<file path="config.mk">
export PLATFORM = sky130hd
export DESIGN_NAME = mips_multicycle_control_flat
export DESIGN_NICKNAME = d
export VERILOG_FILES = /design/src/rtl/mips_multicycle_control_if.sv /design/src/rtl/mips_multicycle_control.sv /design/src/flat_wrapper.sv
export SDC_FILE = /design/constraint.sdc
export NUM_CORES = 1
export LEC_CHECK = 0
export ABC_CLOCK_PERIOD_IN_PS = 2000
export CORE_AREA = 2 2 50 52
export DETAILED_ROUTE_END_ITERATION = 16
export DIE_AREA = 0 0 52 54
export PLACE_DENSITY_LB_ADDON = 0.25
export SYNTH_ARGS = -nofsm -noshare
export SYNTH_HDL_FRONTEND = slang
export SYNTH_SLANG_ARGS = --single-unit
</file>
<file path="constraint.sdc">
create_clock -name clk -period 2 [get_ports clk]
set_input_delay 0.2 -clock clk [delete_from_list [all_inputs] [get_ports clk]]
set_output_delay 0.2 -clock clk [all_outputs]
set_load 0.01 [all_outputs]
</file>
<file path="src/rtl/mips_multicycle_control_if.sv">
// Control bundle between the multi-cycle MIPS control FSM and its datapath/memory.
// The master side (the FSM) reads the opcode and memory ready, and drives every enable and select.
interface mips_multicycle_control_if;
   logic [5:0] Op;
   logic       mem_ready;
   logic       PCWrite;
   logic       PCWriteCond;
   logic       IorD;
   logic       MemRead;
   logic       MemWrite;
   logic       MemtoReg;
   logic       IRWrite;
   logic [1:0] PCSource;
   logic [1:0] ALUOp;
   logic       ALUSrcA;
   logic [1:0] ALUSrcB;
   logic       RegWrite;
   logic       RegDst;
   logic       illegal_op;
   logic       mem_err;
   logic       instr_done;
   logic [3:0] state;

   modport master (
      input  Op, mem_ready,
      output PCWrite, PCWriteCond, IorD, MemRead, MemWrite, MemtoReg, IRWrite,
             PCSource, ALUOp, ALUSrcA, ALUSrcB, RegWrite, RegDst,
             illegal_op, mem_err, instr_done, state
   );

   modport slave (
      output Op, mem_ready,
      input  PCWrite, PCWriteCond, IorD, MemRead, MemWrite, MemtoReg, IRWrite,
             PCSource, ALUOp, ALUSrcA, ALUSrcB, RegWrite, RegDst,
             illegal_op, mem_err, instr_done, state
   );
endinterface

</file>
<file path="src/rtl/mips_multicycle_control.sv">
// Main control FSM of the multi-cycle MIPS datapath: fetch/decode/execute/memory/writeback
// sequencing, datapath enables and selects, and a timed wait on unified memory.
module mips_multicycle_control #(
   parameter int MEM_TIMEOUT = 15,
   parameter int TO_W        = 4
) (
   input  logic                       clk,
   input  logic                       rst_n,
   mips_multicycle_control_if.master  ctl
);

   typedef enum logic [3:0] {
      S_RST     = 4'd0,
      S_FETCH   = 4'd1,
      S_DECODE  = 4'd2,
      S_MEMADDR = 4'd3,
      S_MEMRD   = 4'd4,
      S_MEMWB   = 4'd5,
      S_MEMWR   = 4'd6,
      S_EXEC    = 4'd7,
      S_RCOMP   = 4'd8,
      S_BRANCH  = 4'd9,
      S_JUMP    = 4'd10,
      S_ADDIEX  = 4'd11,
      S_ADDIWB  = 4'd12
   } state_e;

   localparam logic [5:0] OP_RTYPE = 6'b000000;
   localparam logic [5:0] OP_LW    = 6'b100011;
   localparam logic [5:0] OP_SW    = 6'b101011;
   localparam logic [5:0] OP_BEQ   = 6'b000100;
   localparam logic [5:0] OP_J     = 6'b000010;
   localparam logic [5:0] OP_ADDI  = 6'b001000;

   localparam logic [TO_W-1:0] TO_VAL = TO_W'(MEM_TIMEOUT);
   localparam bit              TO_EN  = (MEM_TIMEOUT != 0);

   state_e          state_q, state_d;
   logic [TO_W-1:0] wait_q, wait_d;
   logic            wait_st;
   logic            timeout;

   always_ff @(posedge clk or negedge rst_n) begin
      if (!rst_n) begin
         state_q <= S_RST;
         wait_q  <= '0;
      end else begin
         state_q <= state_d;
         wait_q  <= wait_d;
      end
   end

   // Only the three memory-facing states can stall on mem_ready, hence only they can time out.
   assign wait_st = (state_q == S_FETCH) || (state_q == S_MEMRD) || (state_q == S_MEMWR);
   assign timeout = TO_EN && wait_st && !ctl.mem_ready && (wait_q == TO_VAL);

   always_comb begin
      state_d         = state_q;
      ctl.PCWrite     = 1'b0;
      ctl.PCWriteCond = 1'b0;
      ctl.IorD        = 1'b0;
      ctl.MemRead     = 1'b0;
      ctl.MemWrite    = 1'b0;
      ctl.MemtoReg    = 1'b0;
      ctl.IRWrite     = 1'b0;
      ctl.PCSource    = 2'b00;
      ctl.ALUOp       = 2'b00;
      ctl.ALUSrcA     = 1'b0;
      ctl.ALUSrcB     = 2'b00;
      ctl.RegWrite    = 1'b0;
      ctl.RegDst      = 1'b0;
      ctl.illegal_op  = 1'b0;
      ctl.mem_err     = 1'b0;
      ctl.instr_done  = 1'b0;

      unique case (state_q)
         S_RST: state_d = S_FETCH;
         S_FETCH: begin
            ctl.MemRead = 1'b1;
            ctl.ALUSrcB = 2'b01;
            ctl.IRWrite = ctl.mem_ready;
            ctl.PCWrite = ctl.mem_ready;
            if (ctl.mem_ready) state_d = S_DECODE;
            else if (timeout)  state_d = S_FETCH;
         end
         S_DECODE: begin
            ctl.ALUSrcB = 2'b11;
            case (ctl.Op)
               OP_LW, OP_SW: state_d = S_MEMADDR;
               OP_RTYPE:     state_d = S_EXEC;
               OP_BEQ:       state_d = S_BRANCH;
               OP_J:         state_d = S_JUMP;
               OP_ADDI:      state_d = S_ADDIEX;
               default: begin
                  state_d        = S_FETCH;
                  ctl.illegal_op = 1'b1;
               end
            endcase
         end
         S_MEMADDR: begin
            ctl.ALUSrcA = 1'b1;
            ctl.ALUSrcB = 2'b10;
            state_d     = (ctl.Op == OP_LW) ? S_MEMRD : S_MEMWR;
         end
         S_MEMRD: begin
            ctl.MemRead = 1'b1;
            ctl.IorD    = 1'b1;
            if (ctl.mem_ready) state_d = S_MEMWB;
            else if (timeout)  state_d = S_FETCH;
         end
         S_MEMWB: begin
            ctl.RegWrite   = 1'b1;
            ctl.MemtoReg   = 1'b1;
            ctl.instr_done = 1'b1;
            state_d        = S_FETCH;
         end
         S_MEMWR: begin
            ctl.MemWrite   = 1'b1;
            ctl.IorD       = 1'b1;
            ctl.instr_done = ctl.mem_ready;
            if (ctl.mem_ready || timeout) state_d = S_FETCH;
         end
         S_EXEC: begin
            ctl.ALUSrcA = 1'b1;
            ctl.ALUOp   = 2'b10;
            state_d     = S_RCOMP;
         end
         S_RCOMP: begin
            ctl.RegDst     = 1'b1;
            ctl.RegWrite   = 1'b1;
            ctl.instr_done = 1'b1;
            state_d        = S_FETCH;
         end
         S_BRANCH: begin
            ctl.ALUSrcA     = 1'b1;
            ctl.ALUOp       = 2'b01;
            ctl.PCWriteCond = 1'b1;
            ctl.PCSource    = 2'b01;
            ctl.instr_done  = 1'b1;
            state_d         = S_FETCH;
         end
         S_JUMP: begin
            ctl.PCWrite    = 1'b1;
            ctl.PCSource   = 2'b10;
            ctl.instr_done = 1'b1;
            state_d        = S_FETCH;
         end
         S_ADDIEX: begin
            ctl.ALUSrcA = 1'b1;
            ctl.ALUSrcB = 2'b10;
            state_d     = S_ADDIWB;
         end
         S_ADDIWB: begin
            ctl.RegWrite   = 1'b1;
            ctl.instr_done = 1'b1;
            state_d        = S_FETCH;
         end
         default: state_d = S_RST;
      endcase

      ctl.mem_err = timeout;
   end

   // Any state change (including a timeout re-entering FETCH) restarts the wait count.
   always_comb begin
      wait_d = wait_q;
      if ((state_d != state_q) || timeout) wait_d = '0;
      else if (wait_st && !ctl.mem_ready)  wait_d = wait_q + 1'b1;
   end

   assign ctl.state = state_q;

endmodule
</file>
<file path="src/flat_wrapper.sv">
// flat-port wrapper written by rule: the top's interface ports become plain ports
module mips_multicycle_control_flat 
#(
   parameter int MEM_TIMEOUT = 15,
   parameter int TO_W        = 4
)
  (clk, rst_n, ctl_Op, ctl_mem_ready, ctl_PCWrite, ctl_PCWriteCond, ctl_IorD, ctl_MemRead, ctl_MemWrite, ctl_MemtoReg, ctl_IRWrite, ctl_PCSource, ctl_ALUOp, ctl_ALUSrcA, ctl_ALUSrcB, ctl_RegWrite, ctl_RegDst, ctl_illegal_op, ctl_mem_err, ctl_instr_done, ctl_state);
  mips_multicycle_control_if ctl_i ();
  input  logic clk;
  input  logic rst_n;
  input wire logic [$bits(ctl_i.Op)-1:0] ctl_Op;
  input wire logic [$bits(ctl_i.mem_ready)-1:0] ctl_mem_ready;
  output wire logic [$bits(ctl_i.PCWrite)-1:0] ctl_PCWrite;
  output wire logic [$bits(ctl_i.PCWriteCond)-1:0] ctl_PCWriteCond;
  output wire logic [$bits(ctl_i.IorD)-1:0] ctl_IorD;
  output wire logic [$bits(ctl_i.MemRead)-1:0] ctl_MemRead;
  output wire logic [$bits(ctl_i.MemWrite)-1:0] ctl_MemWrite;
  output wire logic [$bits(ctl_i.MemtoReg)-1:0] ctl_MemtoReg;
  output wire logic [$bits(ctl_i.IRWrite)-1:0] ctl_IRWrite;
  output wire logic [$bits(ctl_i.PCSource)-1:0] ctl_PCSource;
  output wire logic [$bits(ctl_i.ALUOp)-1:0] ctl_ALUOp;
  output wire logic [$bits(ctl_i.ALUSrcA)-1:0] ctl_ALUSrcA;
  output wire logic [$bits(ctl_i.ALUSrcB)-1:0] ctl_ALUSrcB;
  output wire logic [$bits(ctl_i.RegWrite)-1:0] ctl_RegWrite;
  output wire logic [$bits(ctl_i.RegDst)-1:0] ctl_RegDst;
  output wire logic [$bits(ctl_i.illegal_op)-1:0] ctl_illegal_op;
  output wire logic [$bits(ctl_i.mem_err)-1:0] ctl_mem_err;
  output wire logic [$bits(ctl_i.instr_done)-1:0] ctl_instr_done;
  output wire logic [$bits(ctl_i.state)-1:0] ctl_state;
  assign ctl_i.Op = ctl_Op;
  assign ctl_i.mem_ready = ctl_mem_ready;
  assign ctl_PCWrite = ctl_i.PCWrite;
  assign ctl_PCWriteCond = ctl_i.PCWriteCond;
  assign ctl_IorD = ctl_i.IorD;
  assign ctl_MemRead = ctl_i.MemRead;
  assign ctl_MemWrite = ctl_i.MemWrite;
  assign ctl_MemtoReg = ctl_i.MemtoReg;
  assign ctl_IRWrite = ctl_i.IRWrite;
  assign ctl_PCSource = ctl_i.PCSource;
  assign ctl_ALUOp = ctl_i.ALUOp;
  assign ctl_ALUSrcA = ctl_i.ALUSrcA;
  assign ctl_ALUSrcB = ctl_i.ALUSrcB;
  assign ctl_RegWrite = ctl_i.RegWrite;
  assign ctl_RegDst = ctl_i.RegDst;
  assign ctl_illegal_op = ctl_i.illegal_op;
  assign ctl_mem_err = ctl_i.mem_err;
  assign ctl_instr_done = ctl_i.instr_done;
  assign ctl_state = ctl_i.state;
  mips_multicycle_control #(.MEM_TIMEOUT(MEM_TIMEOUT), .TO_W(TO_W)) u_core (.clk(clk), .rst_n(rst_n), .ctl(ctl_i));
endmodule
</file>
# Word-level counts from Yosys, hierarchy flattened
# Cells that the tools add are included.
[word_totals] reg_bits=8 inputBits=9 output_inout_bits=23 elab_cells=66
[classes] addsub=1 eq_ne=19 muxes=25 n_reduce_logical=19
[ops] operator="$pmux 4 s8" count=1
[ops] operator="$eq 4x4->1 const B" count=6
[ops] operator="$mux 4" count=6
[ops] operator="$pmux 4 s5" count=1
[ops] operator="$eq 4x3->1 const B" count=4
[ops] operator="$eq 6x6->1 const B" count=2
[ops] operator="$reduce_or 6->1" count=2
[ops] operator="$mux 1" count=11
[ops] operator="$eq 4x2->1 const B" count=2
[ops] operator="$pmux 2 s2" count=2
[ops] operator="$reduce_or 2->1" count=4
[ops] operator="$eq 6x2->1 const B" count=1
[ops] operator="$eq 6x3->1 const B" count=1
[ops] operator="$eq 6x4->1 const B" count=1
[ops] operator="$logic_not 6->1" count=1
[ops] operator="$pmux 2 s3" count=1
[ops] operator="$reduce_or 5->1" count=1
[ops] operator="$add 4x1->4 const B" count=1
[ops] operator="$eq 4x1->1 const B" count=1
[ops] operator="$logic_not 4->1" count=1
[ops] operator="$logic_or 1x1->1" count=4
[ops] operator="$ne 4x4->1" count=1
[ops] operator="$pmux 1 s2" count=2
[ops] operator="$reduce_or 4->1" count=1
[ops] operator="5 further kinds" count=6

# Longest topological paths before layout
[depth] depth_word=11 ltp_mapped=5 ltp_nobuf=5

# Worst setup path before layout
# Ideal clock, no wire load.
[synth_path] path_kind="register -> register" startpoint="reg u_core.state_q[0], in the netlist u_core.ctl.state[0]" endpoint="reg u_core.wait_q[0]" setup_time_ns=0.101 arrival_time_ns=1.474 required_time_ns=1.899 setup_slack_ns=0.425 stages_incl_launch_ff=5 n_path_buf=0 period_less_slack_ns=1.575 path_cell_list="dfrtp_1 -> or2_2 -> a2111oi_4 -> nor4b_2 -> nor4_1"
[synth_via] elab_chain_cells=11 word_cells_on_any_way=28 classes_between="eq/ne: 13; mux: 6; reduce/logical: 9"
[synth_rtl] item="start, declared" line="mips_multicycle_control.sv:38" text="state_e state_q, state_d;"
[synth_rtl] item="start signal, assigned" line="mips_multicycle_control.sv:48" text="state_q <= state_d;"
[synth_rtl] item="$eq 4x1->1 / $eq 4x3->1 (equally long branches)" line="mips_multicycle_control.sv:54, mips_multicycle_control.sv:76"
[synth_rtl] item="$logic_or 1x1->1 (2 in series)" line="mips_multicycle_control.sv:54" text="assign wait_st = (state_q == S_FETCH) || (state_q == S_MEMRD) || (state_q == S_MEMWR);"
[synth_rtl] item="$logic_and 1x1->1" line="mips_multicycle_control.sv:55, mips_multicycle_control.sv:168"
[synth_rtl] item="$logic_and 1x1->1" line="mips_multicycle_control.sv:55" text="assign timeout = TO_EN && wait_st && !ctl.mem_ready && (wait_q == TO_VAL);"
[synth_rtl] item="$mux 4 / $logic_or 1x1->1 (equally long branches)" line="mips_multicycle_control.sv:84, mips_multicycle_control.sv:109, mips_multicycle_control.sv:121"
[synth_rtl] item="$mux 4, on equally long branches" line="mips_multicycle_control.sv:108, mips_multicycle_control.sv:83, mips_multicycle_control.sv:121"
[synth_rtl] item="$pmux 4 s8" line="mips_multicycle_control.sv:76" text="unique case (state_q)"
[synth_rtl] item="$ne 4x4->1" line="mips_multicycle_control.sv:167" text="if ((state_d != state_q) || timeout) wait_d = '0;"
[synth_rtl] item="$logic_or 1x1->1" line="mips_multicycle_control.sv:167"
[synth_rtl] item="$mux 4 / $reduce_bool 2->1 (equally long branches)"
[synth_rtl] item="end signal, assigned" line="mips_multicycle_control.sv:49" text="wait_q <= wait_d;"
[synth_rtl] item="end, declared" line="mips_multicycle_control.sv:39" text="logic [TO_W-1:0] wait_q, wait_d;"
# Parallel ways exist; a longest one is shown, timed or not.
# A chain may end at the register's enable or synchronous reset.

# Worst setup path after layout
[layout_path] startpoint="reg u_core.state_q[3], in the netlist u_core.ctl.state[3]" endpoint="reg u_core.wait_q[0]"
# Same word-level chain as after synthesis.

==> run_summary.xml <==
<?xml version="1.0" encoding="UTF-8"?>
<metrics>
  <group name="power_and_ir_drop">
    <metric name="switching_share" unit="%">44.5</metric>
    <metric name="internal_power_contribution" unit="uW">840</metric>
    <metric name="p_switching" unit="uW">673</metric>
    <metric name="share_clk_of_total_power" unit="%">8.4</metric>
    <metric name="peakVddDrop" unit="uV">512</metric>
    <metric name="proportion_of_power_drawn_by_flip_flops_and_latches" unit="%">16.2</metric>
    <metric name="power.share.combinational" unit="%">75.4</metric>
    <metric name="pwr_density_cell" unit="nW/um^2">1100</metric>
    <metric name="leakage" unit="uW">0.000706</metric>
  </group>
  <group name="route">
    <metric name="router_iterations_before_antenna_repair" unit="">4</metric>
    <metric name="wl_per_cell" unit="um">13.4</metric>
    <metric name="antenna_violating_nets_post_route" unit="">0</metric>
    <metric name="final_routed_wirelength_across_all_metal_layers" unit="mm">2.56</metric>
    <metric name="drc" unit="">0</metric>
    <metric name="number_of_vias_in_the_routed_layout" unit="">1038</metric>
    <metric name="initialDrtViolationCount" unit="">27</metric>
    <metric name="avgViaCountPerCell" unit="">5.43</metric>
  </group>
  <group name="timing">
    <metric name="timing.final.max_slew_violations" unit="">0</metric>
    <metric name="final_period_minus_worst_setup_slack" unit="ps">1920</metric>
    <metric name="report.final.setup_viol" unit="">0</metric>
    <metric name="final_min_period_over_clock_period" unit="%">96.1</metric>
    <metric name="holdWs" unit="ps">227</metric>
    <metric name="clock-skew-final" unit="ps">1.44</metric>
    <metric name="final_critical_path_setup_slack" unit="ps">77.1</metric>
    <metric name="timing.fmax" unit="MHz">520</metric>
    <metric name="hold_viol" unit="">0</metric>
    <metric name="rsz0062_at_grt" unit="">false</metric>
    <metric name="worstMarginPinSlew" unit="ps">491</metric>
    <metric name="worst_slew_margin_rel" unit="%">67.2</metric>
  </group>
  <group name="cts">
    <metric name="max-clock-path-buffers" unit="">2</metric>
    <metric name="clock_tree_from_tritoncts" unit="">yes</metric>
    <metric name="worst_setup_hold_path_clk_slew" unit="ps">50</metric>
    <metric name="cts_root_buf" unit="">sky130_fd_sc_hd__clkbuf_4</metric>
    <metric name="cts_hold_repair.buffers" unit="">0</metric>
    <metric name="cts.htree.levels" unit="">1</metric>
    <metric name="numCtsBuffers" unit="">3</metric>
    <metric name="tritoncts_sinks" unit="">8</metric>
    <metric name="clock_latency_of_the_later_clocked_register_in_the_worst_skew_pair" unit="ps">260</metric>
  </group>
  <group name="run">
    <metric name="max_cap_violations" unit="">0</metric>
  </group>
  <group name="final_layout">
    <metric name="finish.instance_area" unit="sq um">1380</metric>
    <metric name="diodes" unit="">0</metric>
    <metric name="nNetsFinal" unit="">173</metric>
    <metric name="mostFrequentLayoutCell" unit="">sky130_fd_sc_hd__buf_4</metric>
    <metric name="areaGrowthSynthToFinish" unit="%">60.6</metric>
    <metric name="final_cell_mix" unit="">20 x sky130_fd_sc_hd__buf_4, 16 x sky130_fd_sc_hd__clkdlybuf4s50_1, 13 x sky130_fd_sc_hd__nor2_1, 9 x sky130_fd_sc_hd__o21ai_0, 9 x sky130_fd_sc_hd__dlygate4sd2_1</metric>
    <metric name="drive_above_1_share" unit="%">23.6</metric>
  </group>
  <group name="placed_design">
    <metric name="detailed_place_hpwl" unit="mm">2.03</metric>
    <metric name="io_buffers" unit="">31</metric>
    <metric name="place_area" unit="sq um">1300</metric>
    <metric name="pre_cts_ws" unit="ps">-175</metric>
    <metric name="place_congestion" unit="">0.787</metric>
  </group>
  <group name="status">
    <metric name="outcome" unit="">completed</metric>
  </group>
  <group name="global_route">
    <metric name="globalRoute.totalOverflow" unit="">0</metric>
    <metric name="grt.total_usage" unit="%">19.0</metric>
    <metric name="maximum_number_of_pins_on_one_net_before_global_route_repair" unit="">16</metric>
    <metric name="grt_antenna_before_repair" unit="">0</metric>
    <metric name="vias_in_the_first_global_route" unit="">966</metric>
    <metric name="grt_pass1_wl" unit="mm">3.98</metric>
  </group>
  <group name="floorplan">
    <metric name="design.die.area" unit="sq um">2810</metric>
    <metric name="die-height" unit="um">54</metric>
    <metric name="design.portCount" unit="">32</metric>
    <metric name="coreArea" unit="sq um">2320</metric>
    <metric name="initial_utilization" unit="%">36.9</metric>
    <metric name="die_x" unit="um">52</metric>
    <metric name="fp-row-count" unit="">18</metric>
  </group>
  <group name="synthesis">
    <metric name="postSynthAreaPerCell" unit="sq um">7.52</metric>
    <metric name="leading_post_synthesis_cells_by_cell_area" unit="">sky130_fd_sc_hd__dfrtp_1 23%, sky130_fd_sc_hd__nor2_1 6.6%, sky130_fd_sc_hd__o21ai_0 5.3%</metric>
    <metric name="ys_seq_area_share" unit="%">23.4</metric>
    <metric name="yosys.area.top_type" unit="">sky130_fd_sc_hd__dfrtp_1</metric>
    <metric name="syn-instance-count" unit="">114</metric>
    <metric name="postSynthRegisterBits" unit="">8</metric>
    <metric name="synth.cell_area" unit="sq um">857</metric>
    <metric name="synth.distinct_cells" unit="">42</metric>
    <metric name="synth.yosys.warnings" unit="">0</metric>
    <metric name="synth_net_count" unit="">124</metric>
    <metric name="synth_largest_type_area_fraction" unit="%">23.4</metric>
    <metric name="ys.flop_type" unit="">sky130_fd_sc_hd__dfrtp_1</metric>
    <metric name="async_flop_share" unit="%">100</metric>
    <metric name="number_of_synthesized_flops_with_an_enable_pin" unit="">0</metric>
  </group>
  <group name="critical_path">
    <metric name="type_of_destination_of_the_critical_path" unit="">flop</metric>
    <metric name="worstPathMaxFanout" unit="">15</metric>
    <metric name="worst-endpoint-required" unit="ps">2140</metric>
    <metric name="arrival" unit="ps">2070</metric>
    <metric name="timing_worst_setup_path_type" unit="">flop to flop</metric>
    <metric name="startpoint_type" unit="">flop</metric>
  </group>
  <group name="worst_hold_path">
    <metric name="min_path_type" unit="">input port to async pin</metric>
  </group>
</metrics>
## state kept, by name, summed over array words and instances, names as in the netlist
register          cells
u_core.ctl.state      4
u_core.wait_q         4
## final cells by class
cell class	count	area (sq um)
clock buffers	3	22.5
fillers	207	943
inverters	3	11.3
multi-input cells	95	628
flip-flops and latches	8	201
well taps	30	37.5
repair buffers	52	475
## worst paths after layout
check | startpoint | depth (start not counted) | slack, ps | to
max | u_core.ctl.state[3]$_DFF_PN0_ | 6 | 80 | u_core.wait_q[0]$_DFFE_PN0P_
min | rst_n | 1 | 230 | u_core.wait_q[3]$_DFFE_PN0P_
max reg2reg | u_core.ctl.state[3]$_DFF_PN0_ | 6 | 80 | u_core.wait_q[0]$_DFFE_PN0P_
min reg2reg | u_core.ctl.state[1]$_DFF_PN0_ | 2 | 620 | u_core.ctl.state[1]$_DFF_PN0_
max in group asynchronous | rst_n | 1 | 1470 | u_core.ctl.state[0]$_DFF_PN0_
min in group clk | u_core.ctl.state[1]$_DFF_PN0_ | 2 | 620 | u_core.ctl.state[1]$_DFF_PN0_
## metrics by stage
step,power [uW],util (%),setup TNS (ps),cells
CTS,1480,57.3,0,189
finish,1510,59.3,0,191
detailed placement,1360,55.9,-438,185
floorplan,818,-,0,114
global placement,1340,55.9,-336,185
global route,1630,59.3,0,191
## cells by family after synthesis
family | Yosys count | share of synthesized area (%)
XOR/XNOR | 5 | 5.11
buffers and inverters | 11 | 6.28
multiplexers | 1 | 1.17
flip-flops | 8 | 23.4
AO/OA/AOI/OAI | 32 | 27.3
AND/OR/NAND/NOR | 56 | 35.3
adder cells (fa/ha/maj) | 1 | 1.46
## Yosys cell counts, types with 3 or more instances
| cell | number |
|---|---|
| sky130_fd_sc_hd__inv_1 | 3 |
| sky130_fd_sc_hd__nor4_1 | 4 |
| sky130_fd_sc_hd__a21oi_1 | 5 |
| sky130_fd_sc_hd__xor2_1 | 4 |
| sky130_fd_sc_hd__nand2b_1 | 6 |
| sky130_fd_sc_hd__nor2_1 | 15 |
| sky130_fd_sc_hd__or2_2 | 3 |
| sky130_fd_sc_hd__clkbuf_1 | 5 |
| sky130_fd_sc_hd__nand2_1 | 6 |
| sky130_fd_sc_hd__nor3_1 | 7 |
| sky130_fd_sc_hd__and3_1 | 4 |
| sky130_fd_sc_hd__dfrtp_1 | 8 |
| sky130_fd_sc_hd__o21ai_0 | 9 |
## worst max-delay path, cell delays in order (launching register included)
cell and delay [ps]:
sky130_fd_sc_hd__dfrtp_1 400, sky130_fd_sc_hd__buf_4 200, sky130_fd_sc_hd__nand2b_1 170, sky130_fd_sc_hd__buf_4 170, sky130_fd_sc_hd__a2111oi_4 390, sky130_fd_sc_hd__nor4b_2 140
sky130_fd_sc_hd__nor4_1 340
## power by group through the flow
| stage | registers [uW] | clock network (uW) | logic [uW] |
|---|---|---|---|
| global route | 252 | 136 | 1240 |
| CTS | 248 | 129 | 1100 |
| finish | 246 | 127 | 1140 |
| detailed placement | 248 | 0 | 1110 |
| global placement | 245 | 0 | 1100 |
| floorplan | 251 | 0 | 567 |
## timing repair
item,in CTS,in global routing
gates cloned,0,0
endpoints found under the setup margin,11,8
pin swaps,0,0
gates resized for setup,13,10
setup buffers,1,2
## layer usage
layer  vias up  GRT usage [%]  routed length [um]
met2        38           36.7                1360
met5         -              0                   0
li1        519              -                   -
met1       476           21.8                1060
met3         5          0.833                 104
met4         0           7.89                  35
Power figures use the tool's default switching activity.
